<file path="src/rtl/apb_secure_pkg.sv">
// Shared types and helpers for the APB security gate.
package apb_secure_pkg;

  typedef enum logic [1:0] {
    LOCKED   = 2'd0,
    UNLOCKED = 2'd1,
    LOCKOUT  = 2'd2
  } sec_state_e;

  typedef enum logic [1:0] {
    IDLE   = 2'd0,
    SETUP  = 2'd1,
    ACCESS = 2'd2,
    RESP   = 2'd3
  } txn_state_e;

  // Bits needed to hold a counter running from 0 to n-1.
  function automatic int cnt_w(input int n);
    return (n <= 2) ? 1 : $clog2(n);
  endfunction

endpackage

</file>
<file path="src/rtl/apb_secure_gate_if.sv">
// Upstream and downstream APB signals of the security gate.
interface apb_secure_gate_if #(
  parameter int NSLV = 4,
  parameter int AW   = 20,
  parameter int DW   = 16
);
  logic [NSLV-1:0]    psel_s;
  logic               penable_s;
  logic               pwrite_s;
  logic [DW/8-1:0]    pstrb_s;
  logic [AW-1:0]      paddr_s;
  logic [DW-1:0]      pwdata_s;
  logic [DW-1:0]      prdata_s;
  logic               pready_s;
  logic               pslverr_s;

  logic [NSLV-1:0]    psel;
  logic               penable;
  logic               pwrite;
  logic [DW/8-1:0]    pstrb;
  logic [AW-1:0]      paddr;
  logic [DW-1:0]      pwdata;
  logic [NSLV*DW-1:0] prdata_m;
  logic [NSLV-1:0]    pready_m;
  logic [NSLV-1:0]    pslverr_m;

  // Gate view: completer towards the requester, requester towards the completers.
  modport slave (
    input  psel_s, penable_s, pwrite_s, pstrb_s, paddr_s, pwdata_s,
    output prdata_s, pready_s, pslverr_s,
    output psel, penable, pwrite, pstrb, paddr, pwdata,
    input  prdata_m, pready_m, pslverr_m
  );

  // Environment view: upstream requester plus downstream completers.
  modport master (
    output psel_s, penable_s, pwrite_s, pstrb_s, paddr_s, pwdata_s,
    input  prdata_s, pready_s, pslverr_s,
    input  psel, penable, pwrite, pstrb, paddr, pwdata,
    output prdata_m, pready_m, pslverr_m
  );
endinterface

</file>
<file path="src/rtl/apb_secure_ctrl.sv">
// Security state machine: lock/unlock, consecutive-failure lockout, idle relock.
module apb_secure_ctrl
  import apb_secure_pkg::*;
#(
  parameter int MAX_FAIL    = 3,
  parameter int LOCKOUT_CYC = 4096,
  parameter int TIMEOUT     = 1024
) (
  input  logic clk,
  input  logic reset_n,
  input  logic good_pw,
  input  logic bad_pw,
  input  logic prot_access,
  input  logic busy,
  output logic unlocked_eff,
  output logic in_lockout,
  output logic locked,
  output logic lockout
);

  localparam int FW = cnt_w(MAX_FAIL);
  localparam int LW = cnt_w(LOCKOUT_CYC);
  localparam int IW = cnt_w((TIMEOUT > 0) ? TIMEOUT : 1);
  localparam logic [FW-1:0] FAIL_LAST = FW'(MAX_FAIL - 1);
  localparam logic [LW-1:0] LOCK_LAST = LW'(LOCKOUT_CYC - 1);
  localparam logic [IW-1:0] IDLE_LAST = IW'(TIMEOUT - 1);

  sec_state_e    sec_q;
  logic [FW-1:0] fail_q;
  logic [LW-1:0] lock_cnt_q;
  logic [IW-1:0] idle_q;
  logic          locked_q;
  logic          lockout_q;
  logic          timeout_hit;

  // The idle timer expires on this edge; a request sampled now must see LOCKED.
  assign timeout_hit  = (TIMEOUT != 0) && (sec_q == UNLOCKED) && !busy &&
                        (idle_q == IDLE_LAST);
  assign unlocked_eff = (sec_q == UNLOCKED) && !timeout_hit;
  assign in_lockout   = (sec_q == LOCKOUT);
  assign locked       = locked_q;
  assign lockout      = lockout_q;

  // Security FSM with its fail, lockout and idle counters and registered status.
  always_ff @(posedge clk or negedge reset_n) begin
    if (!reset_n) begin
      sec_q      <= LOCKED;
      fail_q     <= '0;
      lock_cnt_q <= '0;
      idle_q     <= '0;
      locked_q   <= 1'b1;
      lockout_q  <= 1'b0;
    end else begin
      case (sec_q)
        LOCKED, UNLOCKED: begin
          if (good_pw) begin
            sec_q    <= (sec_q == LOCKED) ? UNLOCKED : LOCKED;
            locked_q <= (sec_q == UNLOCKED);
            fail_q   <= '0;
            idle_q   <= '0;
          end else if (bad_pw) begin
            if (fail_q == FAIL_LAST) begin
              sec_q      <= LOCKOUT;
              locked_q   <= 1'b1;
              lockout_q  <= 1'b1;
              fail_q     <= '0;
              lock_cnt_q <= '0;
            end else begin
              fail_q <= fail_q + FW'(1);
            end
          end else if (sec_q == UNLOCKED) begin
            if (timeout_hit) begin
              sec_q    <= LOCKED;
              locked_q <= 1'b1;
              idle_q   <= '0;
            end else if (prot_access) begin
              idle_q <= '0;
            end else if (!busy && (TIMEOUT != 0)) begin
              idle_q <= idle_q + IW'(1);
            end
          end
        end
        LOCKOUT: begin
          if (lock_cnt_q == LOCK_LAST) begin
            sec_q      <= LOCKED;
            lockout_q  <= 1'b0;
            lock_cnt_q <= '0;
          end else begin
            lock_cnt_q <= lock_cnt_q + LW'(1);
          end
        end
        default: begin
          sec_q     <= LOCKED;
          locked_q  <= 1'b1;
          lockout_q <= 1'b0;
        end
      endcase
    end
  end

endmodule

</file>
<file path="src/rtl/apb_secure_gate.sv">
// APB security gate: forwards open lines always, protected lines only when unlocked,
// and answers password writes and status reads locally.
module apb_secure_gate
  import apb_secure_pkg::*;
#(
  parameter int              NSLV        = 4,
  parameter int              AW          = 20,
  parameter int              DW          = 16,
  parameter logic [AW-1:0]   PAS_ADR     = 20'h00C1A,
  parameter logic [DW-1:0]   PAS_DATA    = 16'hA007,
  parameter logic [NSLV-1:0] OPEN_MASK   = 4'b0001,
  parameter int              MAX_FAIL    = 3,
  parameter int              LOCKOUT_CYC = 4096,
  parameter int              TIMEOUT     = 1024
) (
  input  logic             clk,
  input  logic             reset_n,
  apb_secure_gate_if.slave bus,
  output logic             locked,
  output logic             lockout
);

  txn_state_e        txn_q;
  logic [NSLV-1:0]   psel_q;
  logic              penable_q;
  logic              pwrite_q;
  logic [DW/8-1:0]   pstrb_q;
  logic [AW-1:0]     paddr_q;
  logic [DW-1:0]     pwdata_q;
  logic [DW-1:0]     prdata_s_q;
  logic              pready_s_q;
  logic              pslverr_s_q;
  logic              pend_good_q;
  logic              pend_bad_q;

  logic              unlocked_eff, in_lockout;
  logic              sample, onehot, open_hit, pas_hit, pw_wr, st_rd, pw_ok, fwd;
  logic              prot_access, good_pw, bad_pw, busy;
  logic [DW-1:0]     status_word;
  logic              sel_ready, sel_err;
  logic [DW-1:0]     sel_rdata;

  // Classify the request presented upstream against the current security state.
  always_comb begin
    sample      = (txn_q == IDLE) && (bus.psel_s != '0) && bus.penable_s;
    onehot      = $onehot(bus.psel_s);
    open_hit    = (bus.psel_s & OPEN_MASK) != '0;
    pas_hit     = onehot && !open_hit && (bus.paddr_s == PAS_ADR);
    pw_wr       = pas_hit && bus.pwrite_s;
    st_rd       = pas_hit && !bus.pwrite_s;
    pw_ok       = (bus.pwdata_s == PAS_DATA) && (&bus.pstrb_s);
    fwd         = onehot && !pas_hit && (open_hit || unlocked_eff);
    prot_access = sample && fwd && !open_hit;
    status_word    = '0;
    status_word[1] = in_lockout;
    status_word[0] = ~unlocked_eff;
  end

  // Pick ready/error/data of the completer currently selected downstream.
  always_comb begin
    sel_ready = |(bus.pready_m & psel_q);
    sel_err   = |(bus.pslverr_m & psel_q);
    sel_rdata = '0;
    for (int i = 0; i < NSLV; i++) begin
      if (psel_q[i]) sel_rdata = sel_rdata | bus.prdata_m[i*DW +: DW];
    end
  end

  // Password outcomes land when the response cycle ends, so the state changes after pready_s.
  assign good_pw = (txn_q == RESP) && pend_good_q;
  assign bad_pw  = (txn_q == RESP) && pend_bad_q;
  assign busy    = (txn_q != IDLE);

  // Transaction FSM with registered upstream and downstream outputs.
  always_ff @(posedge clk or negedge reset_n) begin
    if (!reset_n) begin
      txn_q       <= IDLE;
      psel_q      <= '0;
      penable_q   <= 1'b0;
      pwrite_q    <= 1'b0;
      pstrb_q     <= '0;
      paddr_q     <= '0;
      pwdata_q    <= '0;
      prdata_s_q  <= '0;
      pready_s_q  <= 1'b0;
      pslverr_s_q <= 1'b0;
      pend_good_q <= 1'b0;
      pend_bad_q  <= 1'b0;
    end else begin
      case (txn_q)
        IDLE: begin
          if (sample) begin
            pend_good_q <= 1'b0;
            pend_bad_q  <= 1'b0;
            if (fwd) begin
              txn_q    <= SETUP;
              psel_q   <= bus.psel_s;
              pwrite_q <= bus.pwrite_s;
              pstrb_q  <= bus.pstrb_s;
              paddr_q  <= bus.paddr_s;
              pwdata_q <= bus.pwdata_s;
            end else begin
              txn_q       <= RESP;
              pready_s_q  <= 1'b1;
              prdata_s_q  <= '0;
              pslverr_s_q <= 1'b1;
              if (st_rd) begin
                prdata_s_q  <= status_word;
                pslverr_s_q <= 1'b0;
              end else if (pw_wr && !in_lockout) begin
                if (pw_ok) begin
                  pslverr_s_q <= 1'b0;
                  pend_good_q <= 1'b1;
                end else begin
                  pend_bad_q <= 1'b1;
                end
              end
            end
          end
        end
        SETUP: begin
          penable_q <= 1'b1;
          txn_q     <= ACCESS;
        end
        ACCESS: begin
          if (sel_ready) begin
            psel_q      <= '0;
            penable_q   <= 1'b0;
            pready_s_q  <= 1'b1;
            prdata_s_q  <= sel_rdata;
            pslverr_s_q <= sel_err;
            txn_q       <= RESP;
          end
        end
        RESP: begin
          pready_s_q  <= 1'b0;
          pslverr_s_q <= 1'b0;
          prdata_s_q  <= '0;
          pend_good_q <= 1'b0;
          pend_bad_q  <= 1'b0;
          txn_q       <= IDLE;
        end
        default: txn_q <= IDLE;
      endcase
    end
  end

  assign bus.psel      = psel_q;
  assign bus.penable   = penable_q;
  assign bus.pwrite    = pwrite_q;
  assign bus.pstrb     = pstrb_q;
  assign bus.paddr     = paddr_q;
  assign bus.pwdata    = pwdata_q;
  assign bus.prdata_s  = prdata_s_q;
  assign bus.pready_s  = pready_s_q;
  assign bus.pslverr_s = pslverr_s_q;

  apb_secure_ctrl #(
    .MAX_FAIL    (MAX_FAIL),
    .LOCKOUT_CYC (LOCKOUT_CYC),
    .TIMEOUT     (TIMEOUT)
  ) u_ctrl (
    .clk          (clk),
    .reset_n      (reset_n),
    .good_pw      (good_pw),
    .bad_pw       (bad_pw),
    .prot_access  (prot_access),
    .busy         (busy),
    .unlocked_eff (unlocked_eff),
    .in_lockout   (in_lockout),
    .locked       (locked),
    .lockout      (lockout)
  );

endmodule
</file>
<file path="src/flat_wrapper.sv">
// flat-port wrapper written by rule: the top's interface ports become plain ports
module apb_secure_gate_flat import apb_secure_pkg::*;
#(
  parameter int              NSLV        = 4,
  parameter int              AW          = 20,
  parameter int              DW          = 16,
  parameter logic [AW-1:0]   PAS_ADR     = 20'h00C1A,
  parameter logic [DW-1:0]   PAS_DATA    = 16'hA007,
  parameter logic [NSLV-1:0] OPEN_MASK   = 4'b0001,
  parameter int              MAX_FAIL    = 3,
  parameter int              LOCKOUT_CYC = 4096,
  parameter int              TIMEOUT     = 1024
)
  (clk, reset_n, locked, lockout, bus_psel_s, bus_penable_s, bus_pwrite_s, bus_pstrb_s, bus_paddr_s, bus_pwdata_s, bus_prdata_s, bus_pready_s, bus_pslverr_s, bus_psel, bus_penable, bus_pwrite, bus_pstrb, bus_paddr, bus_pwdata, bus_prdata_m, bus_pready_m, bus_pslverr_m);
  apb_secure_gate_if #(.NSLV(NSLV), .AW(AW), .DW(DW)) bus_i ();
  input  logic clk;
  input  logic reset_n;
  output logic locked;
  output logic lockout;
  input wire logic [$bits(bus_i.psel_s)-1:0] bus_psel_s;
  input wire logic [$bits(bus_i.penable_s)-1:0] bus_penable_s;
  input wire logic [$bits(bus_i.pwrite_s)-1:0] bus_pwrite_s;
  input wire logic [$bits(bus_i.pstrb_s)-1:0] bus_pstrb_s;
  input wire logic [$bits(bus_i.paddr_s)-1:0] bus_paddr_s;
  input wire logic [$bits(bus_i.pwdata_s)-1:0] bus_pwdata_s;
  output wire logic [$bits(bus_i.prdata_s)-1:0] bus_prdata_s;
  output wire logic [$bits(bus_i.pready_s)-1:0] bus_pready_s;
  output wire logic [$bits(bus_i.pslverr_s)-1:0] bus_pslverr_s;
  output wire logic [$bits(bus_i.psel)-1:0] bus_psel;
  output wire logic [$bits(bus_i.penable)-1:0] bus_penable;
  output wire logic [$bits(bus_i.pwrite)-1:0] bus_pwrite;
  output wire logic [$bits(bus_i.pstrb)-1:0] bus_pstrb;
  output wire logic [$bits(bus_i.paddr)-1:0] bus_paddr;
  output wire logic [$bits(bus_i.pwdata)-1:0] bus_pwdata;
  input wire logic [$bits(bus_i.prdata_m)-1:0] bus_prdata_m;
  input wire logic [$bits(bus_i.pready_m)-1:0] bus_pready_m;
  input wire logic [$bits(bus_i.pslverr_m)-1:0] bus_pslverr_m;
  assign bus_i.psel_s = bus_psel_s;
  assign bus_i.penable_s = bus_penable_s;
  assign bus_i.pwrite_s = bus_pwrite_s;
  assign bus_i.pstrb_s = bus_pstrb_s;
  assign bus_i.paddr_s = bus_paddr_s;
  assign bus_i.pwdata_s = bus_pwdata_s;
  assign bus_prdata_s = bus_i.prdata_s;
  assign bus_pready_s = bus_i.pready_s;
  assign bus_pslverr_s = bus_i.pslverr_s;
  assign bus_psel = bus_i.psel;
  assign bus_penable = bus_i.penable;
  assign bus_pwrite = bus_i.pwrite;
  assign bus_pstrb = bus_i.pstrb;
  assign bus_paddr = bus_i.paddr;
  assign bus_pwdata = bus_i.pwdata;
  assign bus_i.prdata_m = bus_prdata_m;
  assign bus_i.pready_m = bus_pready_m;
  assign bus_i.pslverr_m = bus_pslverr_m;
  apb_secure_gate #(.NSLV(NSLV), .AW(AW), .DW(DW), .PAS_ADR(PAS_ADR), .PAS_DATA(PAS_DATA), .OPEN_MASK(OPEN_MASK), .MAX_FAIL(MAX_FAIL), .LOCKOUT_CYC(LOCKOUT_CYC), .TIMEOUT(TIMEOUT)) u_core (.clk(clk), .reset_n(reset_n), .bus(bus_i), .locked(locked), .lockout(lockout));
endmodule
</file>
<file path="config.mk">
export PLATFORM = sky130hd
export DESIGN_NAME = apb_secure_gate_flat
export DESIGN_NICKNAME = d
export VERILOG_FILES = /design/src/rtl/apb_secure_pkg.sv /design/src/rtl/apb_secure_gate_if.sv /design/src/rtl/apb_secure_ctrl.sv /design/src/rtl/apb_secure_gate.sv /design/src/flat_wrapper.sv
export SDC_FILE = /design/constraint.sdc
export NUM_CORES = 1
export LEC_CHECK = 0
export CELL_PAD_IN_SITES_DETAIL_PLACEMENT = 1
export CELL_PAD_IN_SITES_GLOBAL_PLACEMENT = 1
export CORE_MARGIN = 3
export CORE_UTILIZATION = 34
export DETAILED_ROUTE_END_ITERATION = 12
export GPL_TIMING_DRIVEN = 1
export HOLD_SLACK_MARGIN = 0.12
export PLACE_DENSITY = 0.9
export SKIP_LAST_GASP = 1
export SYNTH_ARGS = -nofsm -noshare
export SYNTH_HDL_FRONTEND = slang
export SYNTH_HIERARCHICAL = 1
export SYNTH_SLANG_ARGS = --single-unit
</file>
<file path="constraint.sdc">
create_clock -name clk -period 4.05 [get_ports clk]
set_input_delay 0.81 -clock clk [delete_from_list [all_inputs] [get_ports clk]]
set_output_delay 0.81 -clock clk [all_outputs]
set_load 0.02 [all_outputs]
</file>
# Yosys cells after proc, flatten, opt, wreduce, memory -nomap -nowiden
# Cells that the tools add are included.
totals:
  in_bits: 118
  elab_cells: 179
  out_inout_bits: 64
  reg_bits: 94
op_classes:
  mux: 73
  add_sub_neg: 6
  n_bitwise: 7
  eq_ne: 24
  n_reduce_logical: 51
op_table:
  columns: ["operator", "n"]
  rows:
  - ["$mux W16", 7]
  - ["$mux W10", 6]
  - ["$mux W12", 4]
  - ["$or A16 B16 Y16", 3]
  - ["$pmux W16 S3", 1]
  - ["$mux W1", 28]
  - ["$reduce_and A4 Y1", 7]
  - ["$mux W2", 13]
  - ["$pmux W12 S2", 1]
  - ["$eq A20 B12 Y1 const B", 1]
  - ["$logic_and A1 B1 Y1", 17]
  - ["$eq A16 B16 Y1 const B", 1]
  - ["$reduce_bool A2 Y1", 7]
  - ["$add A12 B1 Y12 const B", 1]
  - ["$eq A12 B12 Y1 const B", 1]
  - ["$mux W4", 3]
  - ["$add A10 B1 Y10 const B", 1]
  - ["$eq A10 B10 Y1 const B", 1]
  - ["$ne A2 B1 Y1 const B", 5]
  - ["$pmux W1 S2", 5]
  - ["$reduce_and A2 Y1", 5]
  - ["$and A4 B4 Y4", 2]
  - ["$eq A2 B2 Y1 const B", 4]
  - ["$ne A2 B2 Y1 const B", 4]
  - ["other kinds (21)", 33]

# Depth between registers and ports, before layout
# Gate-level depths: netlist of run 1.
depth:
  depth_word: 15
  mapped_depth: 15
  depth_no_buf: 13

# By module
# Netlist of run 1, hierarchy kept.
modules_own_cells:
  columns: ["mod", "n_inst", "area_per_inst_um2", "cells_per_inst", "seq_area_each_um2"]
  rows:
  - ["apb_secure_gate", 1, 3459.6, 284, 1651.6]
  - ["apb_secure_ctrl", 1, 1539.0, 166, 701.9]

# Worst setup path after synthesis of run 1
# Ideal clock, no wire load.
synth_path:
  path_type: "input port to flip-flop"
  from: "in bus_psel_s[0]"
  to: "reg u_core.u_ctrl.idle_q[4]"
  cell_stages: 13
  t_arrival_ns: 3.740
  setup_slack_ns: 0.232
  setup_ns: 0.078
  required_ns: 3.972
  n_path_buf: 1
  cell_sequence: "inv_1 fa_1 inv_1 ha_1 ha_1 nor3b_1 o21ai_0 nor4_1 nand2b_1 a31oi_1 buf_2 or4_1 a21oi_1"
synth_between:
  elab_chain_cells: 15
  elab_cells_between_ends: 22
  classes_between: "add/sub (2); eq/ne (2); mux (5); reduce/logical (13)"
synth_rtl:
  columns: ["element", "line", "source"]
  rows:
  - ["from (decl)", "flat_wrapper.sv:20", "input wire logic [$bits(bus_i.psel_s)-1:0] bus_psel_s;"]
  - ["$add A1 B1 Y2 (not written as such)", "apb_secure_gate.sv:46", "onehot = $onehot(bus.psel_s);"]
  - ["$add A3 B3 Y3 (not written as such)", "apb_secure_gate.sv:46", null]
  - ["$eq A3 B1 Y1", "apb_secure_gate.sv:46", null]
  - ["$logic_and A1 B1 Y1 (2 in a row)", "apb_secure_gate.sv:48", "pas_hit = onehot && !open_hit && (bus.paddr_s == PAS_ADR);"]
  - ["$logic_not A1 Y1", "apb_secure_gate.sv:52", "fwd = onehot && !pas_hit && (open_hit || unlocked_eff);"]
  - ["$logic_and A1 B1 Y1 (2 in a row)", "apb_secure_gate.sv:52", null]
  - ["$logic_and A1 B1 Y1", "apb_secure_gate.sv:53", "prot_access = sample && fwd && !open_hit;"]
  - ["$logic_and A1 B1 Y1 *", "apb_secure_gate.sv:53", null]
  - ["net u_core.prot_access", "apb_secure_gate.sv:38", "logic prot_access, good_pw, bad_pw, busy;"]
  - ["$mux W10", "apb_secure_ctrl.sv:76", "end else if (prot_access) begin"]
  - ["$mux W10", "apb_secure_ctrl.sv:72", "if (timeout_hit) begin"]
  - ["$mux W10", "apb_secure_ctrl.sv:71", "end else if (sec_q == UNLOCKED) begin"]
  - ["$mux W10", "apb_secure_ctrl.sv:61", "end else if (bad_pw) begin"]
  - ["$mux W10", "apb_secure_ctrl.sv:56", "if (good_pw) begin"]
  - ["to (signal assigned)", "apb_secure_ctrl.sv:79", "idle_q <= idle_q + IW'(1);"]
  - ["to (decl)", "apb_secure_ctrl.sv:31", "logic [IW-1:0] idle_q;"]
# The timed path passes the listed nets; every way through them passes the cells marked *. The select of a mux whose other input is x is not followed.
# A chain may end at the register's enable or synchronous reset.

# Final worst setup path of run 1
layout_path:
  from: "in bus_psel_s[0]"
  to: "reg u_core.u_ctrl.idle_q[9]"
# Same word-level chain as after synthesis.

==> metrics, run 1 <==
CP required=4.32 ns; total power=4.60 mW; clock slew at reported path FFs=0.07 ns; vias in the first global route=5081; # hold bufs at CTS=0; commonest non-fill, non-tap cell in the layout=clkdlybuf4s50_1; Cell Area, Synth=5000 um2; pwr dens=619 nW/um2; global-route wire length before repair=27400 um; Clock Latency Late Sink=0.35 ns; largest net degree at the start of global routing=84; Area Growth Syn to Fin=48.4%; final worst path period need=3.93 ns; LEAKAGE=3.12 nW; reg2reg end=u_core/u_ctrl/idle_q[9]$_DFFE_PN0P_; pre-CTS setup slack=-0.332 ns; status=finished, final reports clean; fin. max-slew vios=0; gr ovfl total=0; fmax=255 MHz; register area share after synthesis=0.471; ys async rst share=1.00; Synth Instances=450; RSZ-0062 raised after global routing=yes; Fin. Hold Viols=0; Avg Cell Area, Syn=11.1 um2; WL final=17200 um; Net Count, Synth=579; CP Capture Type=flop; EDFF count, synth=0; Starting Density=0.353; worst r2r src=u_core/txn_q[0]$_DFFE_PN0P_; relative slew slack=0.278; Synth area leader=dfrtp_1; final worst-path cycle share=0.969; post-DR vias/cell=5.61; Max IR drop VDD=0.409 mV; slowest CP cell=fa_1; via count=4632; Floorplan Core Area=14100 um2; R2R setup slack=0.75 ns; hold depth=1; final setup margin=0.125 ns; Port Buffer Count=181; CTS root buf=clkbuf_16; die width=127 um; slowest stage delay, CP=0.53 ns; DP HPWL=12900 um; drt first pass iters=4; number of synthesis warnings=6; gp weighted congestion=0.780; commonest non-fill, non-tap cells in the layout=clkdlybuf4s50_1 (180), dfrtp_1 (93), mux2_2 (47), a22oi_1 (32), buf_4 (22); Worst R2R Path Depth=13; clock skew=0.00793 ns; max-cap violations=0; hold endpoint=u_core/bus.prdata_s[5]$_DFFE_PN0P_; CP startpoint kind=primary input; num ports=182; Slew @ Worst Pin=1.08 ns; # diodes=0; synth top area cells=dfrtp_1 (47%), mux2_2 (11%), a22oi_1 (4.8%), ha_1 (2.5%), mux2_4 (2.4%); area of the die=16200 um2; Buf+Inv Stages, Crit Path=4; hold path start=u_core/bus.prdata_s[5]$_DFFE_PN0P_; cts bufs inserted=9; worst-case clock buffer depth=2; share of the synthesized area in the top cell type=0.466; critical path class=in -> reg; Remaining DRCs=0; average wire per standard cell=20.8 um; top_reg_cell synth=dfrtp_1; fin util=0.524; Setup-failing EPs final=0; initial antenna violation count=0; critical path data arrival time=4.19 ns; Layout Nets=771; HP Class=reg -> reg; share of post-route cells with drive strength above 1=0.180; ANT nets after route=0; number of fill cells=1507; Rows=43; CTS sink cnt=94; CP max FO=15; CP delay by family, top=simple AND/OR/NAND/NOR gates; CTS tree=yes; Hold Slack=0.508 ns; synthesized flop and latch total=94; H-tree levels=3; Cell Chain, Critical Path=clkdlybuf4s50_1 -> inv_1 -> fa_1 -> inv_1 -> ha_1 -> ha_1 -> nor3b_2 -> o21ai_2 -> nor4_2 -> nand2b_1 -> a31oi_1 -> buf_4 -> or4_1 -> a21oi_1; Total GRT Usage=0.210; initial drt markers=227; die height=127 um; distinct cell type count after synthesis=63
[worst max path at each step]
| stage | startpoint | end | cells after the start |
|---|---|---|---|
| finish | bus_psel_s[0] | u_core/u_ctrl/idle_q[9]$_DFFE_PN0P_ | 14 |
| global route | bus_psel_s[0] | u_core/u_ctrl/idle_q[7]$_DFFE_PN0P_ | 14 |
| CTS | bus_psel_s[0] | u_core/u_ctrl/idle_q[0]$_DFFE_PN0P_ | 15 |
| detailed placement | bus_psel_s[0] | u_core/u_ctrl/idle_q[9]$_DFFE_PN0P_ | 14 |
| global placement | bus_psel_s[0] | u_core/u_ctrl/idle_q[9]$_DFFE_PN0P_ | 14 |
| floorplan | bus_psel_s[0] | u_core/u_ctrl/idle_q[4]$_DFFE_PN0P_ | 13 |
[cells by family after synthesis]
family,count (synthesis),share of synthesized area
compound gates,128,0.182
flops,94,0.471
fa+ha+maj,11,0.0290
buf+inv,40,0.0373
simple gates,120,0.147
mux,57,0.134
[cell usage after synthesis (all sizes together) (6+ instances only)]
cell    instances
a22oi          32
nor4            9
inv            16
clkbuf         13
a22o            6
nor2           12
nand3          12
buf            10
nand4           7
a21boi         15
dfrtp          93
o21ai          20
a21oi          21
nor3            7
or4            14
mux2           55
ha             10
or3             6
o31ai          11
nand2          20
[per-stage QoR]
| step | setup TNS, ns | std cells | instance area [um2] |
|---|---|---|---|
| after CTS | 0 | 824 | 7400 |
| after detailed placement | -3.98 | 810 | 7110 |
| after global placement | -0.867 | 810 | 7110 |
| final | 0 | 825 | 7420 |
| after global routing | -0.0738 | 825 | 7420 |
| after floorplan | 0 | 450 | 5000 |
[sequential cells by signal (all words and copies together) (netlist names), 4 cells and up]
| register | cells |
|---|---|
| u_core/bus.paddr | 20 |
| u_core/bus.prdata_s | 16 |
| u_core/bus.psel | 4 |
| u_core/bus.pwdata | 16 |
| u_core/u_ctrl/idle_q | 10 |
| u_core/u_ctrl/lock_cnt_q | 12 |
[worst register-to-register path, cell delays in order (launching register included)]
cell      delay (ns)
dfrtp_1         0.40
inv_1           0.11
ha_1            0.31
inv_1           0.14
and4bb_2        0.25
nand4_1         0.23
and3_1          0.29
o21ai_2         0.09
nor4_2          0.31
nand2b_1        0.15
a31oi_1         0.08
buf_4           0.20
or4_1           0.52
a21oi_1         0.17
[power by group]
| part | total (mW) | internal (mW) | switching, mW | leakage (nW) |
|---|---|---|---|---|
| logic | 2.24 | 1.17 | 1.07 | 1.75 |
| clock network | 0.854 | 0.506 | 0.348 | 0.142 |
| registers | 1.50 | 1.23 | 0.271 | 1.23 |
| total | 4.60 | 2.91 | 1.69 | 3.12 |
[routing by layer]
metal / track usage / share of wire / wire (um)
met5: 0 / 0 / 0
met4: 0.0618 / 0.020 / 340
met3: 0.0698 / 0.075 / 1280
met2: 0.372 / 0.51 / 8790
met1: 0.243 / 0.39 / 6750
[cell type report]
class / instances / area, um2 / area share
Clock buffer: 13 / 260 / 0.0351
Clock inverter: 1 / 30.0 / 0.00405
Inverter: 17 / 63.8 / 0.00860
Multi-Input combinational cell: 316 / 2480 / 0.334
Sequential cell: 94 / 2350 / 0.317
Tap cell: 180 / 225 / 0.0304
Timing Repair Buffer: 204 / 2010 / 0.271
[repair_timing]
| action | in CTS | in global routing |
|---|---|---|
| gates resized for setup | 0 | 5 |
| buffers inserted | 0 | 1 |
| setup endpoints to repair | 0 | 10 |
No activity file was read; power rests on OpenSTA's default activity.
==> run 2: changes to the inputs <==
- CTS_CLUSTER_DIAMETER: not set -> 30
==> results of run 2 <==
Final layout, timing and power as in run 1 (identical DEF).
==> run 3: changes to the inputs <==
- REMOVE_ABC_BUFFERS: not set -> 1
- SKIP_CTS_REPAIR_TIMING: not set -> 1
==> metrics, run 3 (same netlist as run 1, synthesis figures left out) <==
area of the multi-input gates=2520 um2 (was 2480 um2); total internal power=2.95 mW (was 2.91 mW); clock slew at reported path FFs=0.07 ns (about the same); slowest CP cell=clkdlybuf4s50_1 (was fa_1); pre-CTS setup slack=-0.279 ns (was -0.332 ns); slowest stage delay, CP=0.49 ns (was 0.53 ns); vias in the first global route=5164 (was 5081); flip-flop and latch area=2350 um2 (unchanged); area of the die=16200 um2 (unchanged); H-tree levels=3 (unchanged); num ports=182 (unchanged); critical path class=in -> reg (unchanged); Rows=43 (unchanged); CTS sink cnt=94 (unchanged); switching share of power=0.365 (was 0.367); fmax=252 MHz (was 255 MHz); gr ovfl total=0 (unchanged); post-DR vias/cell=5.63 (was 5.61); die width=127 um (unchanged); final worst path period need=3.96 ns (was 3.93 ns); NetSw=1.70 mW (was 1.69 mW); CP max FO=8 (was 15); LEAKAGE=3.15 nW (was 3.12 nW); relative slew slack=0.466 (was 0.278); DP HPWL=12800 um (was 12900 um); Slew @ Worst Pin=0.801 ns (was 1.08 ns); Clock Latency Late Sink=0.34 ns (was 0.35 ns); global-route wire length before repair=26700 um (was 27400 um); # diodes=0 (unchanged); Port Buffer Count=181 (unchanged); commonest non-fill, non-tap cell in the layout=clkdlybuf4s50_1 (unchanged); Cell Chain, Critical Path=clkdlybuf4s50_1 -> inv_1 -> fa_1 -> inv_1 -> ha_1 -> ha_1 -> nor3b_2 -> buf_4 -> o21ai_1 -> nor4_2 -> nand2b_1 -> a31oi_1 -> buf_4 -> buf_4 -> buf_4 -> o31ai_4 -> a21oi_1 (was clkdlybuf4s50_1 -> inv_1 -> fa_1 -> inv_1 -> ha_1 -> ha_1 -> nor3b_2 -> o21ai_2 -> nor4_2 -> nand2b_1 -> a31oi_1 -> buf_4 -> or4_1 -> a21oi_1); critical path data arrival time=4.20 ns (was 4.19 ns); Layout Nets=771 (unchanged); number of fill cells=1504 (was 1507); share of post-route cells with drive strength above 1=0.193 (was 0.180); commonest non-fill, non-tap cells in the layout=clkdlybuf4s50_1 (179), dfrtp_1 (93), mux2_2 (47), a22oi_1 (32), buf_4 (22) (was clkdlybuf4s50_1 (180), dfrtp_1 (93), mux2_2 (47), a22oi_1 (32), buf_4 (22)); Max IR drop VDD=0.313 mV (was 0.409 mV); combinational share of power=0.474 (was 0.487); Fin. Hold Viols=0 (unchanged); die height=127 um (unchanged); CP dominant cell by count=buf_4; average wire per standard cell=21.1 um (was 20.8 um); drt first pass iters=4 (unchanged); Area Growth Syn to Fin=49.9% (was 48.4%); Starting Density=0.353 (unchanged); ANT nets after route=0 (unchanged); Setup-failing EPs final=0 (unchanged); clock network fraction of total power=0.200 (was 0.186); via count=4658 (was 4632); initial drt markers=172 (was 227); CTS tree=yes (unchanged); Total GRT Usage=0.207 (was 0.210); largest net degree at the start of global routing=62 (was 84); final worst-path cycle share=0.979 (was 0.969); max-cap violations=0 (unchanged); cts bufs inserted=9 (unchanged); status=finished, final reports clean (unchanged); CP required=4.28 ns (was 4.32 ns); initial antenna violation count=2 (was 0); Floorplan Core Area=14100 um2 (unchanged); number of cells after detailed placement=808 (was 810); WL final=17400 um (was 17200 um); sequential share of power=0.326 (was 0.327); non-filler cells, final=827 (was 825); CP startpoint kind=primary input (unchanged); gp weighted congestion=0.811 (was 0.780); pwr dens=621 nW/um2 (was 619 nW/um2); final setup margin=0.0858 ns (was 0.125 ns); clock skew=0.00459 ns (was 0.00793 ns); Remaining DRCs=0 (unchanged); CP Capture Type=flop (unchanged); max FFs per register=20 (unchanged); HP Class=reg -> reg (unchanged); CTS root buf=clkbuf_16 (unchanged); worst-case clock buffer depth=2 (unchanged); fin. max-slew vios=0 (unchanged)
[run 3: cell types whose count changed in the layout (fill, tap and decap cells not counted), sizes merged]
cell	previous run	this run
bufinv	1	2
clkbuf	13	11
clkdlybuf4s50	180	179
clkinv	1	4
dlymetal6s2s	0	1
[run 3: worst paths after layout]
check	start	end	slack (ns)	cells past startpoint
hold / removal	u_core/pend_good_q$_DFFE_PN0P_	u_core/pend_good_q$_DFFE_PN0P_	0.50	2
setup reg to reg	u_core/txn_q[1]$_DFFE_PN0P_	u_core/u_ctrl/idle_q[5]$_DFFE_PN0P_	0.64	15
max in group asynchronous	reset_n	u_core/bus.pwdata[13]$_DFFE_PN0P_	2.69	2
hold reg to reg	u_core/pend_good_q$_DFFE_PN0P_	u_core/pend_good_q$_DFFE_PN0P_	0.50	2
min in group asynchronous	reset_n	u_core/bus.pslverr_s$_DFFE_PN0P_	0.56	1
setup / recovery	bus_psel_s[3]	u_core/u_ctrl/idle_q[9]$_DFFE_PN0P_	0.09	17
[run 3: layout make-up]
type,count,share of cell area
Inverter,17,0.00852
Tap cell,180,0.0301
Clock inverter,5,0.0110
Multi-Input combinational cell,316,0.336
Sequential cell,94,0.314
Timing Repair Buffer,204,0.268
Clock buffer,11,0.0324
[run 3: layer usage]
layer	wire length (um)	track usage	vias up
li1	-	-	2103
met3	1380	0.0673	28
met2	9090	0.375	175
met1	6620	0.228	2348
met4	309	0.0681	4
met5	23	0	-
[run 3: stage by stage]
stage	hold WS [ns]	TNS, ns	power (mW)	utilization	cell area [um2]
after floorplan	0.461	-65.61	2.63	-	4880
after global placement	0.481	-1.08	3.60	0.501	7090
after detailed placement	0.493	-2.11	3.72	0.501	7090
after CTS	0.509	0	4.69	0.524	7420
after global routing	0.527	-0.00231	4.90	0.530	7490
final	0.502	0	4.65	0.530	7490
[run 3: power by group through the flow]
stage / Clock, mW / Sequential, mW / Combinational, mW
floorplan: 0 / 1.81 / 0.829
global placement: 0 / 1.50 / 2.10
detailed placement: 0 / 1.54 / 2.18
CTS: 0.952 / 1.53 / 2.21
global route: 0.986 / 1.57 / 2.35
finish: 0.932 / 1.52 / 2.20
[run 3: worst max-delay path: cells and delay by family]
family          cells  cell delay, ns
buf+inv             7            1.28
fa+ha+maj           3            0.96
simple gates        3            0.62
compound gates      4            0.52
